$ cat src/rtl/fetch_pkg.sv
// Shared definitions for the fetch PC unit.
// Contents: FSM state enum (BOOT, RUN, HOLD) and the sequential PC increment.
package fetch_pkg;

  typedef enum logic [1:0] {
    BOOT = 2'd0,
    RUN  = 2'd1,
    HOLD = 2'd2
  } fetch_state_e;

  localparam int unsigned PC_INC = 4;

endpackage

$ cat src/rtl/fetch_perf_cnt.sv
// Fetch performance counters. Only instantiated when FETCH_PERF_CNT_EN is defined.
// Ports:
//   clk_i            - clock
//   rst_ni           - asynchronous active-low reset
//   redirect_apply_i - a redirect is applied to the PC on this edge
//   stall_i          - fetch is frozen this cycle (outside BOOT)
//   redirect_cnt_o   - applied redirect count, wraps
//   stall_cnt_o      - stalled cycle count, wraps
module fetch_perf_cnt (
  input  logic        clk_i,
  input  logic        rst_ni,
  input  logic        redirect_apply_i,
  input  logic        stall_i,
  output logic [31:0] redirect_cnt_o,
  output logic [31:0] stall_cnt_o
);

  logic [31:0] redirect_cnt_q, redirect_cnt_d;
  logic [31:0] stall_cnt_q, stall_cnt_d;

  always_comb begin
    redirect_cnt_d = redirect_apply_i ? redirect_cnt_q + 32'd1 : redirect_cnt_q;
    stall_cnt_d    = stall_i ? stall_cnt_q + 32'd1 : stall_cnt_q;
  end

  always_ff @(posedge clk_i or negedge rst_ni) begin
    if (!rst_ni) begin
      redirect_cnt_q <= '0;
      stall_cnt_q    <= '0;
    end else begin
      redirect_cnt_q <= redirect_cnt_d;
      stall_cnt_q    <= stall_cnt_d;
    end
  end

  assign redirect_cnt_o = redirect_cnt_q;
  assign stall_cnt_o    = stall_cnt_q;

endmodule

$ cat src/rtl/fetch_pc_unit.sv
// Fetch PC generator with stall freeze, branch redirect and deferred redirect
// capture while stalled. All outputs are registered.
// Optional feature macro: FETCH_PERF_CNT_EN adds redirect_cnt / stall_cnt.
// Ports:
//   clk         - clock, rising edge
//   reset       - asynchronous active-low reset
//   stall       - hazard freeze of the fetch PC
//   redirect    - branch/jump taken
//   redirect_pc - taken target; bits above PC_W-1 ignored
//   pc          - current fetch address
//   pc_valid    - pc is fetchable
//   flush       - one-cycle pulse killing IF/ID and ID/EX
//   pending     - a redirect is captured, waiting for stall release
//   misaligned  - one-cycle pulse with flush when the applied target had bits [1:0] != 0
module fetch_pc_unit
  import fetch_pkg::*;
#(
  parameter int unsigned PC_W = 9
) (
  input  logic            clk,
  input  logic            reset,
  input  logic            stall,
  input  logic            redirect,
  input  logic [31:0]     redirect_pc,
  output logic [PC_W-1:0] pc,
  output logic            pc_valid,
  output logic            flush,
  output logic            pending,
  output logic            misaligned
`ifdef FETCH_PERF_CNT_EN
  ,
  output logic [31:0]     redirect_cnt,
  output logic [31:0]     stall_cnt
`endif
);

  fetch_state_e    state_q;
  logic [PC_W-1:0] tgt_q;

  logic unused_rpc;
  assign unused_rpc = ^redirect_pc[31:PC_W];

  always_ff @(posedge clk or negedge reset) begin
    if (!reset) begin
      state_q    <= BOOT;
      pc         <= '0;
      pc_valid   <= 1'b0;
      flush      <= 1'b0;
      pending    <= 1'b0;
      misaligned <= 1'b0;
      tgt_q      <= '0;
    end else begin
      // Pulses default low so each applied redirect yields exactly one cycle.
      flush      <= 1'b0;
      misaligned <= 1'b0;
      unique case (state_q)
        BOOT: begin
          state_q  <= RUN;
          pc_valid <= 1'b1;
          pc       <= '0;
        end
        RUN: begin
          if (!stall) begin
            if (redirect) begin
              pc         <= {redirect_pc[PC_W-1:2], 2'b00};
              flush      <= 1'b1;
              misaligned <= |redirect_pc[1:0];
            end else begin
              pc <= pc + PC_W'(PC_INC);
            end
          end else if (redirect) begin
            tgt_q   <= redirect_pc[PC_W-1:0];
            pending <= 1'b1;
            state_q <= HOLD;
          end
        end
        HOLD: begin
          // Captured target wins; live redirect inputs are ignored here.
          if (!stall) begin
            pc         <= {tgt_q[PC_W-1:2], 2'b00};
            flush      <= 1'b1;
            misaligned <= |tgt_q[1:0];
            pending    <= 1'b0;
            state_q    <= RUN;
          end
        end
        default: state_q <= BOOT;
      endcase
    end
  end

`ifdef FETCH_PERF_CNT_EN
  logic redirect_apply;
  logic stall_count_en;

  always_comb begin
    redirect_apply = ((state_q == RUN) && !stall && redirect) ||
                     ((state_q == HOLD) && !stall);
    stall_count_en = stall && (state_q != BOOT);
  end

  fetch_perf_cnt u_perf_cnt (
    .clk_i            (clk),
    .rst_ni           (reset),
    .redirect_apply_i (redirect_apply),
    .stall_i          (stall_count_en),
    .redirect_cnt_o   (redirect_cnt),
    .stall_cnt_o      (stall_cnt)
  );
`endif

endmodule
$ cat config.mk
export PLATFORM = sky130hd
export DESIGN_NAME = fetch_pc_unit
export DESIGN_NICKNAME = d
export VERILOG_FILES = /design/src/rtl/fetch_pkg.sv /design/src/rtl/fetch_perf_cnt.sv /design/src/rtl/fetch_pc_unit.sv
export SDC_FILE = /design/constraint.sdc
export NUM_CORES = 1
export LEC_CHECK = 0
export CAP_MARGIN = 0
export CORE_UTILIZATION = 35
export CTS_CLUSTER_DIAMETER = 40
export CTS_CLUSTER_SIZE = 40
export DETAILED_ROUTE_END_ITERATION = 7
export DONT_BUFFER_PORTS = 1
export PLACE_DENSITY = 0.6
export SLEW_MARGIN = 20
export SYNTH_ARGS = -nofsm -noshare
export SYNTH_HDL_FRONTEND = slang
export SYNTH_SLANG_ARGS = --single-unit
$ cat constraint.sdc
create_clock -name clk -period 2.26 [get_ports clk]
set_clock_uncertainty 0.2 [all_clocks]
set_input_delay 0.339 -clock clk [delete_from_list [all_inputs] [get_ports clk]]
set_output_delay 0.339 -clock clk [all_outputs]
set_load 0.1 [all_outputs]
==> flow_metrics.tcl <==
set metrics [dict create \
    ys_top_cells_by_area "dfrtp_1 43%, mux2_4 11%, ha_1 4.9%" \
    synth-simple-area-share 0.136 \
    worst_pin_slew_ns 0.919 \
    filler_cell_count 332 \
    regToRegStartpoint "state_q[1]" \
    yosys-top-cells-count "22 x dfrtp_1, 9 x mux2_4, 6 x o21ai_0" \
    hold_ws_ns 0.0500 \
    fin_area_um2 1510 \
    synthXorXnorAreaFrac 0 \
    port_buffers 0 \
    required_ns 2.28 \
    hold_viol_final 0 \
    place_area_um2 1370 \
    rsz0062_at_grt "no" \
    synth_seq_cells 22 \
    ir_drop_mv 0.719 \
    final_core_util 0.442 \
    drive_above_1_share 0.240 \
    drt-initial-drc-count 27 \
    diodes 0 \
    setup.worst_path.start "state_q[1]" \
    cts_made_buffers 3 \
    nets 172 \
    period_share 0.862 \
    drt-pass1-iter-count 4 \
    critPathKind "reg2reg" \
    synthToLayoutAreaGrowth_pct 17.5 \
    outcome "complete, no violations" \
    cts_sinks 22 \
    antenna_found_initial 0 \
    gp_congestion 0.854 \
    grt_max_degree 23 \
    vias 975 \
    ys.flop_type "dfrtp_1" \
    yosysWarnings 0 \
    async_flop_share 1.00 \
    synth_cells 108 \
    grt_overflow 0 \
    synth_top_family_by_area "compound AO/OA/AOI/OAI gates" \
    drv_cap 0 \
    routed_wl_mm 2.97 \
    drc 0 \
    preCtsSetupSlack_ns 0.360 \
    hold_depth 3 \
    ctsResizeCount 0 \
    synthMuxAreaShare 0.122 \
    fin_ws_ns 0.312 \
    ant_nets 0 \
    synth_cell_types 37 \
    clkTransAtPathRegs_ns 0.13 \
    start_util 0.377 \
    grt_util_all_layers 0.170 \
    r2r_cells 6 \
    cts_root_buffer "clkbuf_4" \
    fmax_mhz 513 \
    htreeDepth 1 \
    post-cts-setup-buffers 0 \
    cts_hold_buf 11 \
    setup-tns-final_ns 0 \
    synth-compound-area-share 0.204 \
    postSynthAreaPerCell_um2 11.9 \
    arrival_ns 1.97 \
    synth_edf_count 0 \
    die_x_um 62.6 \
    setup_viol 0 \
    end_kind "flop" \
    die_y_um 62.6 \
    crit_fanout 9 \
    reg2reg_to "pc[8]" \
    yosysTopAreaCell "dfrtp_1" \
    grt_pass1_vias 1040 \
    vias_per_cell 5.57 \
    hold_start "redirect" \
    wl_per_cell_um 16.9 \
    hold_path_class "in2reg" \
    syn_area_um2 1290 \
    min_period_ns 1.95 \
    dp_hpwl_mm 1.99 \
    yosysMostFrequentCell "dfrtp_1" \
    core-area_um2 3420 \
    rows 21 \
    crit_path_start_kind "flop" \
    leakagePower_uw 0.000643 \
    power.density_nw_per_um2 1430 \
    clk_path_buf_depth 2 \
    io_pins 49 \
    slew_headroom 0.388 \
    yosys.area_share.adder 0.0486 \
    ys_seq_area_frac 0.428 \
    netlist.area_leader.share 0.428 \
    die_area_um2 3920 \
    clkLatencyLatePin_ns 0.32 \
    cts_tree "yes" \
    slew_violations 0 \
    grt_pass1_wl_mm 5.20 \
    rrSetupSlack_ns 0.31 \
    min_to "pc[7]" \
]
==> logic make-up after synthesis <==
logic type / count (synthesis)
flip-flops: 22
buffers and inverters: 11
other: 1
AND/OR/NAND/NOR: 23
adder cells (fa/ha/maj): 5
AO/OA/AOI/OAI: 35
multiplexers: 11
==> worst max path at each step <==
stage	end	cells after the start	slack (ns)
floorplan	pc[6]	4	0.15
global placement	tgt_q[3]	5	0.39
detailed placement	pc[4]	6	0.36
CTS	pc[4]	6	0.33
global route	pc[8]	6	0.20
finish	pc[8]	6	0.31
==> worst max-delay path, cell delays in order, from the launching register on <==
cell	delay, ns
dfrtp_1	0.44
inv_1	0.10
ha_1	0.40
buf_4	0.22
nor2b_4	0.22
o2111ai_1	0.14
o211ai_1	0.14
==> cell type report <==
cell class              count  area [um^2]  area share
clock buffers               3         22.5      0.0149
well taps                  46         57.6      0.0381
inverters                   5         18.8      0.0124
flip-flops and latches     22          551       0.364
repair buffers             23          198       0.131
multi-input cells          76          664       0.440
==> placed cells by master (no fill, tap or decap), types with 2 or more instances in the layout <==
cell type,instances
a22o_1,2
a311oi_1,2
a32oi_1,5
buf_4,11
clkbuf_4,3
conb_1,2
dfrtp_1,22
dlygate4sd3_1,11
ha_1,5
inv_1,5
mux2_4,9
nand2_1,4
nand2b_1,4
nand3_1,2
nand4b_1,2
nor2_1,2
o2111ai_1,2
o211ai_1,4
o21ai_0,6
o21ai_1,2
o22ai_1,3
o31a_1,4
==> layer usage <==
| layer | share of wire | up-vias | GRT usage |
|---|---|---|---|
| met4 | 0.022 | 0 | 0.0901 |
| met1 | 0.44 | 473 | 0.216 |
| met3 | 0.055 | 9 | 0.0365 |
| met5 | 0 | - | 0 |
| li1 | - | 456 | - |
| met2 | 0.48 | 37 | 0.268 |
==> flip-flops by register name (all words and copies together) (netlist names) <==
register and cells:
tgt_q 9, pc_valid 1, state_q 2, misaligned 1, pending 1, pc 7
flush 1
==> stage by stage <==
stage                     total power (uW)  instances
final                                 2170        175
after floorplan                       1720        109
after detailed placement              1940        160
after global routing                  2280        175
after global placement                1930        160
after CTS                             2160        174
==> power breakdown <==
part	switching [uW]	internal, uW
Combinational	805	443
Sequential	181	549
Clock	126	62.4
Total	1110	1050
Note: power is estimated with default switching activity, not from simulation.
